File: src/rtl/matmul_sequencer.sv
`default_nettype none
`timescale 1ns/1ps
// ============================================================================
//  Module   : matmul_sequencer
//  Purpose  : Drives a 4x4 matmul controller for one job at a time. It
//             streams 32 operand bytes from the host into the A (regs 0-3)
//             and B (regs 4-7) registers. It then issues the load and compute
//             phases, and reads the 16 result bytes back out in row-major
//             order over a valid/ready handshake.
//  Revision : 1.0  initial release
// ----------------------------------------------------------------------------
//  Parameters
//    COMPUTE_CYCLES  idle-matmul cycles granted after operand load (0 = skip)
//  Ports
//    clk             clock, all state changes on the rising edge
//    reset           asynchronous active-low reset
//    in_valid/in_ready/in_data     host operand byte stream (32 per job)
//    out_valid/out_ready/out_data  result byte stream (16 per job)
//    busy            high whenever a job is in progress
//    done            one-cycle pulse after the last result byte is accepted
//    ctl_en/ctl_write/ctl_load     controller strobes (registered)
//    ctl_idx/ctl_reg_select/ctl_data  controller address/data (registered)
//    ctl_rdata       controller read data
// ============================================================================
module matmul_sequencer #(
  parameter int COMPUTE_CYCLES = 10
) (
  input  logic       clk,
  input  logic       reset,
  input  logic       in_valid,
  output logic       in_ready,
  input  logic [7:0] in_data,
  output logic       out_valid,
  input  logic       out_ready,
  output logic [7:0] out_data,
  output logic       busy,
  output logic       done,
  output logic       ctl_en,
  output logic       ctl_write,
  output logic       ctl_load,
  output logic [1:0] ctl_idx,
  output logic [2:0] ctl_reg_select,
  output logic [7:0] ctl_data,
  input  logic [7:0] ctl_rdata
);

  // The compute counter keeps at least one bit so a zero-cycle build still
  // elaborates; it is never used in that case.
  localparam int C_CNT_W = (COMPUTE_CYCLES > 0) ? $clog2(COMPUTE_CYCLES + 1) : 1;
  localparam logic [C_CNT_W-1:0] C_CMP_LAST =
    (COMPUTE_CYCLES > 0) ? C_CNT_W'(COMPUTE_CYCLES - 1) : '0;
  localparam bit C_SKIP_COMPUTE = (COMPUTE_CYCLES == 0);

  typedef enum logic [2:0] {
    S_IDLE     = 3'd0,
    S_WRITE    = 3'd1,
    S_LOAD     = 3'd2,
    S_COMPUTE  = 3'd3,
    S_RD_ISSUE = 3'd4,
    S_RD_WAIT  = 3'd5,
    S_RD_OUT   = 3'd6
  } state_t;

  state_t             r_state;
  logic [4:0]         r_k;
  logic               r_wr_last;
  logic [1:0]         r_ld;
  logic [C_CNT_W-1:0] r_cmp;
  logic [3:0]         r_r;
  logic               r_out_valid;
  logic [7:0]         r_out_data;
  logic               r_done;
  logic               r_ctl_en;
  logic               r_ctl_write;
  logic               r_ctl_load;
  logic [1:0]         r_ctl_idx;
  logic [2:0]         r_ctl_sel;
  logic [7:0]         r_ctl_data;

  state_t             w_state_nxt;
  logic [4:0]         w_k_nxt;
  logic               w_wr_last_nxt;
  logic [1:0]         w_ld_nxt;
  logic [C_CNT_W-1:0] w_cmp_nxt;
  logic [3:0]         w_r_nxt;
  logic               w_out_valid_nxt;
  logic [7:0]         w_out_data_nxt;
  logic               w_done_nxt;
  logic               w_ctl_en_nxt;
  logic               w_ctl_write_nxt;
  logic               w_ctl_load_nxt;
  logic [1:0]         w_ctl_idx_nxt;
  logic [2:0]         w_ctl_sel_nxt;
  logic [7:0]         w_ctl_data_nxt;
  logic               w_issue;
  logic [3:0]         w_issue_r;
  logic               w_in_hs;

  // r_wr_last closes the input port as soon as byte 31 is taken, so no byte
  // can arrive on the cycle its write pulse is on the controller bus.
  assign in_ready  = ((r_state == S_IDLE) || (r_state == S_WRITE)) && !r_wr_last;
  assign w_in_hs   = in_valid && in_ready;
  assign busy      = (r_state != S_IDLE);
  assign out_valid = r_out_valid;
  assign out_data  = r_out_data;
  assign done      = r_done;

  assign ctl_en         = r_ctl_en;
  assign ctl_write      = r_ctl_write;
  assign ctl_load       = r_ctl_load;
  assign ctl_idx        = r_ctl_idx;
  assign ctl_reg_select = r_ctl_sel;
  assign ctl_data       = r_ctl_data;

  // Controller outputs are computed for the state being entered and then
  // registered. As a result they line up with the state they belong to.
  always_comb begin
    w_state_nxt     = r_state;
    w_k_nxt         = r_k;
    w_wr_last_nxt   = r_wr_last;
    w_ld_nxt        = r_ld;
    w_cmp_nxt       = r_cmp;
    w_r_nxt         = r_r;
    w_out_valid_nxt = r_out_valid;
    w_out_data_nxt  = r_out_data;
    w_done_nxt      = 1'b0;
    w_ctl_en_nxt    = 1'b0;
    w_ctl_write_nxt = 1'b0;
    w_ctl_load_nxt  = 1'b0;
    w_ctl_idx_nxt   = 2'd0;
    w_ctl_sel_nxt   = 3'd0;
    w_ctl_data_nxt  = 8'd0;
    w_issue         = 1'b0;
    w_issue_r       = 4'd0;

    case (r_state)
      S_IDLE, S_WRITE: begin
        if (r_wr_last) begin
          w_state_nxt    = S_LOAD;
          w_wr_last_nxt  = 1'b0;
          w_ld_nxt       = 2'd0;
          w_ctl_en_nxt   = 1'b1;
          w_ctl_load_nxt = 1'b1;
        end else if (w_in_hs) begin
          w_state_nxt     = S_WRITE;
          w_ctl_en_nxt    = 1'b1;
          w_ctl_write_nxt = 1'b1;
          w_ctl_sel_nxt   = r_k[4:2];
          w_ctl_idx_nxt   = r_k[1:0];
          w_ctl_data_nxt  = in_data;
          // k wraps back to 0 after byte 31, ready for the next job.
          w_k_nxt         = r_k + 5'd1;
          if (r_k == 5'd31) begin
            w_wr_last_nxt = 1'b1;
          end
        end
      end

      S_LOAD: begin
        w_ld_nxt = r_ld + 2'd1;
        if (r_ld == 2'd3) begin
          if (C_SKIP_COMPUTE) begin
            w_state_nxt = S_RD_ISSUE;
            w_r_nxt     = 4'd0;
            w_issue     = 1'b1;
            w_issue_r   = 4'd0;
          end else begin
            w_state_nxt  = S_COMPUTE;
            w_cmp_nxt    = '0;
            w_ctl_en_nxt = 1'b1;
          end
        end else begin
          w_ctl_en_nxt   = 1'b1;
          w_ctl_load_nxt = 1'b1;
        end
      end

      S_COMPUTE: begin
        w_cmp_nxt = r_cmp + 1'b1;
        if (r_cmp == C_CMP_LAST) begin
          w_state_nxt = S_RD_ISSUE;
          w_r_nxt     = 4'd0;
          w_issue     = 1'b1;
          w_issue_r   = 4'd0;
        end else begin
          w_ctl_en_nxt = 1'b1;
        end
      end

      S_RD_ISSUE: begin
        w_state_nxt = S_RD_WAIT;
      end

      S_RD_WAIT: begin
        w_state_nxt     = S_RD_OUT;
        w_out_valid_nxt = 1'b1;
        w_out_data_nxt  = ctl_rdata;
      end

      S_RD_OUT: begin
        if (out_ready) begin
          w_out_valid_nxt = 1'b0;
          if (r_r == 4'd15) begin
            w_state_nxt = S_IDLE;
            w_r_nxt     = 4'd0;
            w_done_nxt  = 1'b1;
          end else begin
            w_state_nxt = S_RD_ISSUE;
            w_r_nxt     = r_r + 4'd1;
            w_issue     = 1'b1;
            w_issue_r   = r_r + 4'd1;
          end
        end
      end

      default: begin
        w_state_nxt = S_IDLE;
      end
    endcase

    // Read request for C[i][j]: the column goes on the register select and
    // the row goes on the element index.
    if (w_issue) begin
      w_ctl_en_nxt    = 1'b1;
      w_ctl_load_nxt  = 1'b1;
      w_ctl_write_nxt = 1'b1;
      w_ctl_sel_nxt   = {1'b0, w_issue_r[1:0]};
      w_ctl_idx_nxt   = w_issue_r[3:2];
    end
  end

  always_ff @(posedge clk or negedge reset) begin
    if (!reset) begin
      r_state     <= S_IDLE;
      r_k         <= 5'd0;
      r_wr_last   <= 1'b0;
      r_ld        <= 2'd0;
      r_cmp       <= '0;
      r_r         <= 4'd0;
      r_out_valid <= 1'b0;
      r_out_data  <= 8'd0;
      r_done      <= 1'b0;
      r_ctl_en    <= 1'b0;
      r_ctl_write <= 1'b0;
      r_ctl_load  <= 1'b0;
      r_ctl_idx   <= 2'd0;
      r_ctl_sel   <= 3'd0;
      r_ctl_data  <= 8'd0;
    end else begin
      r_state     <= w_state_nxt;
      r_k         <= w_k_nxt;
      r_wr_last   <= w_wr_last_nxt;
      r_ld        <= w_ld_nxt;
      r_cmp       <= w_cmp_nxt;
      r_r         <= w_r_nxt;
      r_out_valid <= w_out_valid_nxt;
      r_out_data  <= w_out_data_nxt;
      r_done      <= w_done_nxt;
      r_ctl_en    <= w_ctl_en_nxt;
      r_ctl_write <= w_ctl_write_nxt;
      r_ctl_load  <= w_ctl_load_nxt;
      r_ctl_idx   <= w_ctl_idx_nxt;
      r_ctl_sel   <= w_ctl_sel_nxt;
      r_ctl_data  <= w_ctl_data_nxt;
    end
  end

endmodule
`default_nettype wire

File: config.mk
export PLATFORM = sky130hd
export DESIGN_NAME = matmul_sequencer
export DESIGN_NICKNAME = d
export VERILOG_FILES = /design/src/rtl/matmul_sequencer.sv
export SDC_FILE = /design/constraint.sdc
export NUM_CORES = 1
export LEC_CHECK = 0
export BUFFER_PORTS_ARGS = -buffer_cell sky130_fd_sc_hd__buf_2
export CORE_MARGIN = 2
export CORE_UTILIZATION = 25
export CTS_CLUSTER_SIZE = 40
export DETAILED_ROUTE_END_ITERATION = 8
export SLEW_MARGIN = 20
export SYNTH_ARGS = -nofsm -noshare
export SYNTH_HDL_FRONTEND = slang
export SYNTH_SLANG_ARGS = --single-unit
File: constraint.sdc
create_clock -name clk -period 4.45 [get_ports clk]
set_input_delay 0 -clock clk [delete_from_list [all_inputs] [get_ports clk]]
set_output_delay 0 -clock clk [all_outputs]
set_load 0.01 [all_outputs]
Yosys cells after proc, flatten, opt, wreduce, memory -nomap -nowiden:

Cells that the tools add are included.

* register bits after elaboration: 45
* input bits: 20
* output and inout port bits: 28
* logic and storage cells: 104

* add/subtract/negate cells: 4
* equal/unequal tests: 15
* mux-type cells: 52
* bitwise gates (word level): 1
* reduce and logical (&&, ||, !) cells: 17

Operators by type and width (number)
* $mux 3: 10
* $mux 4: 6
* $mux 8: 3
* $mux 1: 20
* $pmux 3 s6: 1
* $pmux 4 s2: 2
* $mux 2: 5
* $eq 3x3->1 const B: 3
* $add 4x1->4 const B: 2
* $eq 4x4->1 const B: 2
* $ne 2x2->1 const B: 4
* $reduce_bool 2->1: 4
* $eq 3x2->1 const B: 2
* $pmux 1 s2: 3
* $reduce_and 2->1: 3
* $reduce_and 3->1: 2
* $add 5x1->5 const B: 1
* $eq 5x5->1 const B: 1
* $pmux 2 s2: 1
* $reduce_and 4->1: 1
* $eq 3x1->1 const B: 1
* $logic_not 3->1: 1
* $ne 3x3->1 const B: 1
* $pmux 1 s3: 1
* other kinds (8): 9

Logic depth before layout (Yosys ltp):

Gate-level depths: netlist of run 1.

* depth after elaboration: 8
* depth in mapped cells: 5
* gate-level depth less buffers: 5

Worst setup path after synthesis of run 1:

OpenSTA, ideal clock, no wires.

* path type: register -> register
* start: register r_k[0]
* end: register r_k[4]
* setup time: 0.125 ns
* data arrival time: 1.307 ns
* required time: 4.325 ns
* path slack: 3.018 ns
* stages on the path, launching flop included: 5
* buffers on the path: 0
* period minus slack after synthesis: 1.432 ns
* cells stage by stage: dfrtp_1 -> ha_1 -> and3_1 -> ha_1 -> mux2_2

* word-level cells in the longest chain between the ends: 1

RTL lines
* start, declared: line 65 `logic [4:0] r_k;`
* start signal, assigned: line 251 `r_k <= w_k_nxt;`
* $add 5x1->5: line 152 `w_k_nxt = r_k + 5'd1;`

No other way between the ends.
A chain may end at the register's enable or synchronous reset.

Worst setup path after layout of run 1:

* start: register r_state[2]
* end: register r_k[4]

* word-level cells in the longest chain between the ends: 5
* elaborated cells between the ends (all ways): 7
* classes of those cells: eq/ne (1); reduce/logical (6)

RTL lines
* start, declared: line 64 `state_t r_state;`
* start signal, assigned: line 250 `r_state <= w_state_nxt;`
* $eq 3x1->1 / $logic_not 3->1 (equally long branches): line 101, 136
* $logic_or 1x1->1: line 101 `assign in_ready = ((r_state == S_IDLE) || (r_state == S_WRITE)) && !r_wr_last;`
* $logic_and 1x1->1: line 101
* $logic_and 1x1->1: line 102 `assign w_in_hs = in_valid && in_ready;`
* $reduce_and 3->1 (no line) (*)

Every way passes the cells marked *; elsewhere a longest branch is shown, timed or not.

==> results.py, run 1 <==
metrics = {
    "outcome": {
        "status": "complete, no violations",
    },
    "setup_path": {
        "crit_chain": "nor4b_4 -> mux2_2",
        "cp-start-kind": "flop",
        "crit_type": "reg -> reg",
        "endpoint_kind": "flop",
        "crit_path_max_incr_delay_ns": 0.97,
        "ff2ff_setup_slack_ns": 2.33,
        "required_ns": 4.64,
        "crit_arrival_ns": 2.31,
        "r2r-end": "r_k[4]",
        "slowest_stage": "nor4b_4",
        "r2r_cells": 2,
        "cp.buffers_inverters": 0,
        "cp_max_fo": 20,
        "path_delay_family": "simple AND/OR/NAND/NOR gates",
        "rr_startpoint": "r_state[2]",
    },
    "clocking": {
        "cts.path.max_buffers": 2,
        "clk_pin_slew_ns": 0.10,
        "clock_latency_ns": 0.31,
        "post_cts_buffers": 0,
        "tritoncts": "done",
        "cts_max_level": 2,
        "cts_sinks": 45,
        "numCtsBuffers": 5,
        "post_cts_resized": 0,
        "root_buffer": "clkbuf_8",
    },
    "grt": {
        "grt_antenna_before_repair": 0,
        "grt_remaining_overflow": 0,
        "grt_pass1_vias": 1384,
        "grt_pass1_wl_um": 6360,
        "grt_usage": 0.0923,
        "grt_max_degree": 46,
        "grt_use_met3": 0.0274,
        "grtUsageMet2": 0.150,
        "met1_usage": 0.119,
        "top_usage_layer": "met2",
    },
    "floorplan": {
        "coreArea_sq_um": 7770,
        "dieArea_sq_um": 8760,
        "initial_core_util": 0.258,
        "die_x_um": 93.6,
        "die_h_um": 93.6,
        "rows": 32,
        "io_pins": 48,
    },
    "sta": {
        "finalMaxSlewViolations": 0,
        "finalHoldViolations": 0,
        "finalCritPeriodShare": 0.476,
        "period_minus_slack_ns": 2.12,
        "fin_tns_setup_ns": 0,
        "grt_setup_unrepaired": "false",
        "tightestPinTransition_ns": 0.986,
        "finalClockSkew_ns": 0.0157,
        "max_freq_ghz": 0.472,
        "relSlewSlack": 0.340,
        "setup_viol": 0,
        "worst_hold_slack_ns": 0.0723,
    },
    "final_layout": {
        "fin_nets": 249,
        "antenna_cells": 0,
        "drive_gt1_frac": 0.330,
        "final_core_util": 0.336,
        "synthToLayoutAreaGrowth_pct": 30.2,
        "fill_cells": 803,
        "finalNonFillerCells": 326,
    },
    "power_and_ir_drop": {
        "p_per_area_nw_per_um2": 619,
        "pwr-share-comb": 0.349,
        "p_leak_uw": 0.00126,
        "seq_power_share": 0.451,
        "p_int_uw": 1040,
        "p_sw_frac": 0.356,
        "clkPwrFrac": 0.200,
        "ir_worst_vdd_mv": 0.196,
        "p_sw_uw": 576,
    },
    "placed_design": {
        "port_buffers": 47,
        "hpwl_um": 2710,
        "place_inst": 301,
        "gp_congestion": 0.745,
    },
    "yosys": {
        "synth_fp_nets": 186,
        "synth_ff_type": "dfrtp_1",
        "syn_area_per_cell_sq_um": 12.5,
        "ys_types": 42,
        "synth_edf_count": 0,
        "synthCells": 160,
        "ys_seq_area_frac": 0.561,
        "async_reset_ff_frac": 1.00,
        "yosysTopAreaCell": "dfrtp_1",
        "yosysWarnings": 0,
        "yosys-top-cells-area": "dfrtp_1 (56%), mux2_2 (7.3%), ha_1 (3.7%)",
        "netlist_area_sq_um": 2010,
        "synth.ff_latch_count": 45,
        "yosysTopAreaCellShare": 0.561,
    },
    "hold_path": {
        "holdPathStages": 4,
        "min_path_type": "in -> reg",
        "holdPathEnd": "r_state[2]",
        "hp-start": "out_ready",
    },
    "route": {
        "dr.first_iter.drc_count": 44,
        "drc_errors": 0,
        "viasPerCell": 4.42,
        "drt-pass1-iter-count": 4,
        "wl_per_cell_um": 12.2,
        "num_vias": 1441,
        "postRouteAntennaNets": 0,
        "wl_um": 3980,
    },
    "run": {
        "drv_cap": 0,
    },
}
==> power by group through the flow <==
stage	clock network (uW)	logic, uW	registers (uW)
2_1_floorplan	0	423	706
3_3_place_gp	0	551	730
3_5_place_dp	0	562	735
4_1_cts	335	576	728
5_1_grt	353	633	755
6_report	324	565	729
==> worst reg2reg max path: stages, from the launching register on <==
cell	delay, ns
dfrtp_1	0.62
nor4b_4	0.97
mux2_2	0.42
==> registers in the layout, indices dropped and copies added, names as in the netlist <==
name	flops
ctl_data	8
ctl_en	1
ctl_idx	2
ctl_load	1
ctl_reg_select	3
ctl_write	1
done	1
out_data	8
out_valid	1
r_cmp	4
r_k	5
r_ld	2
r_r	4
r_state	3
r_wr_last	1
==> cell usage after synthesis (all sizes together) (2+ instances only) <==
master / n
a21oi: 2
a22o: 6
and2: 10
and4b: 3
buf: 8
dfrtp: 45
ha: 6
inv: 2
mux2: 13
nand2: 16
nand3: 2
nand3b: 4
nor2: 4
nor2b: 2
nor3: 3
o21ai: 9
o2bb2ai: 3
xnor2: 3
==> area by class of cell <==
type                            count  area, sq um  share of cell area
Timing Repair Buffer               64          408               0.156
Clock inverter                      3         50.0              0.0192
Tap cell                          102          128              0.0489
Inverter                            2         7.51             0.00287
Multi-Input combinational cell    105          823               0.315
Clock buffer                        5         68.8              0.0264
Sequential cell                    45         1130               0.431
==> metrics by stage <==
stage / setup slack (ns) / cell area, sq um / power (uW)
detailed placement: 2.34 / 2320 / 1300
CTS: 2.31 / 2610 / 1640
global route: 2.18 / 2610 / 1740
finish: 2.33 / 2610 / 1620
global placement: 2.38 / 2320 / 1280
floorplan: 3.02 / 2010 / 1130
==> cell families (layout without fill, tap and decap cells) <==
| kind of cell | count (synthesis) | count (layout) | synth area share |
|---|---|---|---|
| flip-flops | 45 | 45 | 0.561 |
| AND/OR/NAND/NOR | 53 | 53 | 0.172 |
| XOR/XNOR | 4 | 4 | 0.0212 |
| adder cells (fa/ha/maj) | 6 | 6 | 0.0374 |
| AO/OA/AOI/OAI | 28 | 28 | 0.102 |
| multiplexers | 14 | 14 | 0.0780 |
| buffers and inverters | 10 | 74 | 0.0281 |
==> placed cells by master, fill, tap and decap left out, types with 2 or more instances in the layout <==
cell type      count
ha_1               6
o2bb2ai_1          3
clkbuf_8           5
nand2_1           16
nand3b_1           3
mux2_2            13
dfrtp_1           45
and4b_1            3
a22o_1             6
dlygate4sd3_1     17
inv_1              2
nor2b_1            2
nand3_1            2
o21ai_0            9
nor3_1             3
buf_2             46
nor2_1             4
and2_1            10
xnor2_1            2
==> what timing repair did <==
action / 4_1_cts / 5_1_grt
endpoints found under the setup margin: 0 / 0
hold buffers: 17 / 0
endpoints found under the hold margin: 61 / 0
==> worst max path at each step <==
stage | end | start | depth (start not counted)
after CTS | r_k[4] | r_state[2] | 2
after floorplan | r_k[4] | r_k[0] | 4
final | r_k[4] | r_state[2] | 2
after global routing | r_k[4] | r_state[2] | 2
after global placement | r_k[1] | r_state[2] | 2
after detailed placement | r_k[1] | r_state[2] | 2
==> layer usage <==
metal / vias to the layer above / routed length, um
met5: - / 0
li1: 695 / -
met3: 4 / 199
met4: 0 / 42
met2: 27 / 1870
met1: 715 / 1870
Note: power is estimated with default switching activity, not from simulation.
==> inputs of run 2 (changes only) <==
Clock period 4.45 ns to 2.05 ns, I/O delays scaled along.
==> run 2 against run 1 <==
Clock power is 79% higher. Highest routed layer unchanged. Register-to-register slack lost 1.9 ns. Largest cell class unchanged. Fmax increased by 32%. Critical path depth up 2. Worst hold slack hardly changed. Global-route usage grew 0.36 points. Sequential share of layout area down 0.37 points. Core utilization increased by 0.29 points. First-iteration DRC count up 9.1%. Clock-buffer cell count rose by 1. Non-clock buffer count increased by 6.
==> results.py, run 2 (synthesis results as in run 1) <==
metrics = {
    "outcome": {
        "status": "complete, no violations",
    },
    "sta": {
        "max_freq_ghz": 0.624,
        "finalMaxSlewViolations": 0,
        "grt_setup_unrepaired": "false",
        "finalHoldViolations": 0,
        "relSlewSlack": 0.658,
        "finalClockSkew_ns": 0.0123,
        "fin_tns_setup_ns": 0,
        "tightestPinTransition_ns": 0.513,
        "finalCritPeriodShare": 0.781,
        "setup_viol": 0,
        "period_minus_slack_ns": 1.60,
    },
    "setup_path": {
        "path_delay_family": "flip-flops",
        "required_ns": 2.23,
        "r2r_cells": 4,
        "endpoint_kind": "flop",
        "slowest_stage": "dfrtp_1",
        "cp.buffers_inverters": 1,
        "crit_arrival_ns": 1.78,
        "crit_type": "reg -> reg",
        "rr_startpoint": "r_state[1]",
        "crit_chain": "buf_4 -> and2b_1 -> o21ai_0 -> a22o_1",
        "r2r-end": "r_cmp[2]",
        "cp-start-kind": "flop",
        "cp_max_fo": 13,
        "crit_path_max_incr_delay_ns": 0.55,
        "ff2ff_setup_slack_ns": 0.45,
    },
    "final_layout": {
        "synthToLayoutAreaGrowth_pct": 31.3,
        "final_cell_mix": "buf_2 (47), dfrtp_1 (45), dlygate4sd3_1 (17)",
        "layout_commonest_cell": "buf_2",
        "drive_gt1_frac": 0.348,
        "fill_cells": 813,
        "fin_nets": 255,
        "antenna_cells": 0,
    },
    "clocking": {
        "clock_latency_ns": 0.30,
        "cts.path.max_buffers": 2,
        "clk_pin_slew_ns": 0.09,
        "tritoncts": "done",
        "numCtsBuffers": 5,
        "root_buffer": "clkbuf_8",
        "cts_sinks": 45,
        "post_cts_buffers": 0,
        "cts_max_level": 2,
    },
    "hold_path": {
        "holdPathStages": 4,
        "holdPathEnd": "r_state[1]",
        "hp-start": "out_ready",
        "min_path_type": "in -> reg",
    },
    "floorplan": {
        "coreArea_sq_um": 7770,
        "io_pins": 48,
        "die_h_um": 93.6,
        "initial_core_util": 0.258,
        "die_x_um": 93.6,
        "rows": 32,
        "dieArea_sq_um": 8760,
    },
    "power_and_ir_drop": {
        "p_leak_uw": 0.00128,
        "p_per_area_nw_per_um2": 1300,
        "ir_worst_vdd_mv": 0.322,
        "report.power.total_uw": 3430,
    },
    "grt": {
        "grt_remaining_overflow": 0,
        "grt_pass1_vias": 1348,
        "grt_antenna_before_repair": 0,
        "grt_use_met3": 0.0266,
        "top_usage_layer": "met2",
        "met1_usage": 0.128,
        "grt_pass1_wl_um": 6510,
        "grt_usage": 0.0959,
        "grtUsageMet2": 0.150,
        "grt_max_degree": 20,
    },
    "run": {
        "drv_cap": 0,
    },
    "route": {
        "wl_per_cell_um": 12.0,
        "drt-pass1-iter-count": 4,
        "wl_um": 3970,
        "num_vias": 1417,
        "drc_errors": 0,
        "postRouteAntennaNets": 0,
        "dr.first_iter.drc_count": 48,
        "viasPerCell": 4.27,
    },
    "placed_design": {
        "port_buffers": 47,
        "hpwl_um": 2920,
        "gp_congestion": 0.773,
    },
}
-- run 2: cell count changes in the layout (fill, tap and decap cells not counted), sizes merged --
cell | before | now
bufinv | 1 | 0
clkinvlp | 0 | 1
buf | 47 | 53
clkbuf | 5 | 6
clkinv | 1 | 0
-- run 2: area by class of cell --
type	count	area, sq um	area share
Timing Repair Buffer	70	450	0.171
Clock inverter	2	16.3	0.00618
Sequential cell	45	1130	0.428
Multi-Input combinational cell	105	823	0.313
Inverter	2	7.51	0.00285
Clock buffer	6	82.6	0.0314
Tap cell	102	128	0.0485
-- run 2: metrics by stage --
| stage | cell area, sq um | utilization | setup slack, ns | std cells | hold WS, ns |
|---|---|---|---|---|---|
| after floorplan | 2010 | - | 0.618 | 160 | -0.296 |
| after global placement | 2360 | 0.304 | 0.492 | 307 | -0.0284 |
| after detailed placement | 2360 | 0.304 | 0.471 | 307 | -0.0190 |
| after CTS | 2630 | 0.339 | 0.440 | 332 | 0.0696 |
| after global routing | 2630 | 0.339 | 0.306 | 332 | 0.125 |
| final | 2630 | 0.339 | 0.448 | 332 | 0.0725 |
-- run 2: worst max path at each step --
stage	startpoint	cells past startpoint	slack (ns)	to
after floorplan	r_k[0]	4	0.62	r_k[4]
after global placement	r_state[2]	4	0.49	r_r[0]
after detailed placement	r_state[2]	4	0.47	r_r[0]
after CTS	r_state[1]	4	0.44	r_cmp[2]
after global routing	r_state[1]	4	0.31	r_cmp[2]
final	r_state[1]	4	0.45	r_cmp[2]
-- run 2: report_power, final --
group	internal, uW	switching, uW	total [uW]
Clock	277	303	581
Sequential	1220	311	1530
Combinational	706	614	1320
Total	2200	1230	3430
-- run 2: worst reg2reg max path, delay by kind of cell (launching register included) --
kind	cells	cell delay (ns)
AOI/OAI and AO/OA	2	0.47
and+or+nand+nor	1	0.21
buffers and inverters	1	0.25
DFF	1	0.55
-- run 2: layer usage --
metal / part of all wire / vias up / routed length (um)
met5: 0 / - / 0
met2: 0.47 / 32 / 1890
met4: 0.014 / 0 / 55
met1: 0.47 / 676 / 1850
li1: - / 704 / -
met3: 0.045 / 5 / 179
-- run 2: what timing repair did --
| item | 4_1_cts | 5_1_grt |
|---|---|---|
| hold buffers | 17 | 0 |
| resized for setup | 0 | 0 |
| hold endpoints to repair | 33 | 0 |
==> inputs of run 3 (changes only) <==
Settings changed: ABC_AREA set to 1.
Clock period 2.05 ns to 1.4 ns, I/O delays scaled along.
==> run 3 against run 2 <==
Combinational power increased by 66%. Clock-buffer cell count is the same. Register-to-register slack got worse by 0.40 ns. Global-route usage increased by 1.0 points.
==> results.py, run 3 <==
metrics = {
    "clocking": {
        "root_buffer": "clkbuf_8",
        "cts_sinks": 45,
        "cts_max_level": 2,
        "clock_latency_ns": 0.29,
        "cts.path.max_buffers": 2,
        "tritoncts": "done",
        "numCtsBuffers": 5,
        "clk_pin_slew_ns": 0.08,
    },
    "setup_path": {
        "crit_path_max_incr_delay_ns": 0.39,
        "cp_max_fo": 4,
        "required_ns": 1.59,
        "cp-start-kind": "flop",
        "crit_type": "reg -> reg",
        "endpoint_kind": "flop",
        "critPathMostFrequentCell": "nand2_2",
        "path_delay_family": "simple AND/OR/NAND/NOR gates",
        "crit_chain": "inv_2 -> ha_4 -> nand2_2 -> nor2_4 -> nor2_2 -> nor2_2 -> nand2_2 -> nand2_2 -> nand2_2",
        "crit_arrival_ns": 1.54,
        "slowest_stage": "dfrtp_1",
        "cp.buffers_inverters": 1,
    },
    "power_and_ir_drop": {
        "p_sw_frac": 0.383,
        "clkPwrFrac": 0.184,
        "pwr-share-comb": 0.418,
        "p_leak_uw": 0.00152,
        "p_per_area_nw_per_um2": 1880,
        "seq_power_share": 0.398,
        "p_sw_uw": 2000,
        "p_int_uw": 3230,
        "report.power.total_uw": 5230,
        "ir_worst_vdd_mv": 0.732,
    },
    "grt": {
        "grt_antenna_before_repair": 0,
        "grt_pass1_wl_um": 7350,
        "grt_usage": 0.106,
        "grt_max_degree": 46,
        "grt_pass1_vias": 1648,
        "grt_remaining_overflow": 0,
    },
    "floorplan": {
        "initial_core_util": 0.260,
        "io_pins": 48,
        "die_h_um": 93.8,
        "rows": 32,
        "die_x_um": 93.8,
        "coreArea_sq_um": 7770,
        "dieArea_sq_um": 8800,
    },
    "sta": {
        "worst_hold_slack_ns": 0.0395,
        "relSlewSlack": 0.825,
        "period_minus_slack_ns": 1.35,
        "grt_setup_unrepaired": "true",
        "finalClockSkew_ns": 0.00673,
        "finalCritPeriodShare": 0.963,
        "tightestPinTransition_ns": 0.262,
        "setup_viol": 0,
        "finalMaxSlewViolations": 0,
        "finalHoldViolations": 0,
        "fin_ws_ns": 0.0512,
        "max_freq_ghz": 0.741,
    },
    "yosys": {
        "synthTopCellsByCount": "nand2_1 (75), dfrtp_1 (45), inv_1 (26)",
        "syn_area_per_cell_sq_um": 8.77,
        "ys_seq_area_frac": 0.558,
        "synth.ff_latch_count": 45,
        "async_reset_ff_frac": 1.00,
        "ys_types": 23,
        "yosys-top-cells-area": "dfrtp_1 (56%), nand2_1 (14%), inv_1 (4.8%)",
        "synth_edf_count": 0,
        "yosysTopAreaCellShare": 0.558,
        "post-synth-top-count-cell": "nand2_1",
        "synth_ff_type": "dfrtp_1",
        "synthCells": 230,
        "yosysTopAreaCell": "dfrtp_1",
        "synth_fp_nets": 256,
        "yosysWarnings": 0,
        "netlist_area_sq_um": 2020,
    },
    "outcome": {
        "status": "complete, no violations",
    },
    "route": {
        "drt-pass1-iter-count": 4,
        "wl_um": 4370,
        "drc_errors": 0,
        "dr.first_iter.drc_count": 75,
        "num_vias": 1677,
        "postRouteAntennaNets": 0,
        "viasPerCell": 4.06,
        "wl_per_cell_um": 10.6,
    },
    "final_layout": {
        "finalNonFillerCells": 413,
        "seq_area_sq_um": 1130,
        "synthToLayoutAreaGrowth_pct": 38.3,
        "antenna_cells": 0,
        "fin_nets": 336,
        "layout_commonest_cell": "nand2_1",
        "multi_input_area_sq_um": 786,
        "final_cell_mix": "nand2_1 (72), buf_2 (47), dfrtp_1 (42)",
        "fill_cells": 816,
        "drive_gt1_frac": 0.299,
    },
    "placed_design": {
        "port_buffers": 47,
        "place_inst": 385,
        "hpwl_um": 3160,
        "gp_congestion": 0.744,
        "preCtsSetupSlack_ns": 0.0173,
    },
    "run": {
        "drv_cap": 0,
    },
    "hold_path": {
        "min_path_type": "in -> reg",
    },
}
==> run 3: cell count changes after synthesis, moves of 4 or more <==
cell | previous run | this run
a22o_1 | 6 | 0
nand3_1 | 2 | 15
and2_1 | 10 | 0
buf_2 | 6 | 2
nor2_2 | 0 | 4
inv_2 | 0 | 5
mux2_2 | 13 | 0
inv_1 | 2 | 26
nand2_1 | 16 | 75
nor2_1 | 4 | 19
==> run 3: worst paths after layout <==
check / slack [ns] / endpoint / startpoint / cells after the start
worst max register to register: 0.05 / r_r[1] / r_cmp[1] / 9
worst min register to register: 0.48 / out_data[0] / out_data[0] / 2
max in group asynchronous: 0.95 / r_state[1] / reset / 3
worst min-delay path: 0.04 / done / out_ready / 3
worst max-delay path: 0.05 / r_r[1] / r_cmp[1] / 9
min in group asynchronous: 0.22 / out_data[7] / reset / 3
==> run 3: through the flow <==
step | utilization | TNS [ns] | area (sq um)
floorplan | - | 0 | 2020
global placement | 0.314 | 0 | 2440
detailed placement | 0.314 | 0 | 2440
CTS | 0.351 | 0 | 2730
global route | 0.359 | -0.0651 | 2790
finish | 0.359 | 0 | 2790
==> run 3: logic make-up (layout without fill, tap and decap cells) <==
| logic type | count (synthesis) | after routing | share of synthesized area |
|---|---|---|---|
| buffers and inverters | 35 | 116 | 0.0720 |
| xor gates and xnor gates | 6 | 6 | 0.0261 |
| DFF | 45 | 45 | 0.558 |
| adders and majority gates | 6 | 6 | 0.0372 |
| and+or+nand+nor | 123 | 123 | 0.268 |
| AOI/OAI and AO/OA | 15 | 15 | 0.0385 |
==> run 3: power groups by stage <==
stage / Combinational (uW) / Sequential, uW / Clock [uW]
finish: 2190 / 2080 / 963
global route: 2500 / 2140 / 1050
CTS: 2120 / 2060 / 1020
detailed placement: 2070 / 2080 / 0
global placement: 2040 / 2070 / 0
floorplan: 1220 / 2170 / 0
==> run 3: repair_timing <==
action,4_1_cts,5_1_grt
setup buffers,0,2
hold buffers,18,0
resized for setup,0,13
endpoints found under the hold margin,62,0
endpoints found under the setup margin,0,14
==> run 3: cell type report <==
type | instances | share of cell area
clock inverters | 2 | 0.0139
clock buffers | 6 | 0.0260
flip-flops and latches | 45 | 0.405
multi-input cells | 150 | 0.282
inverters | 31 | 0.0417
well taps | 102 | 0.0458
repair buffers | 77 | 0.186
==> run 3: layer usage <==
| metal | track usage | wire [um] | up-vias |
|---|---|---|---|
| met2 | 0.190 | 2230 | 30 |
| met3 | 0.0233 | 154 | 4 |
| met5 | 0 | 0 | - |
| met4 | 0.0326 | 34 | 0 |
| li1 | - | - | 864 |
| met1 | 0.126 | 1940 | 779 |
==> run 3: worst register-to-register path, cell delays in order, from the launching register on <==
cell	delay, ns
dfrtp_1	0.39
inv_2	0.09
ha_4	0.14
nand2_2	0.06
nor2_4	0.12
nor2_2	0.06
nor2_2	0.15
nand2_2	0.11
nand2_2	0.08
nand2_2	0.04
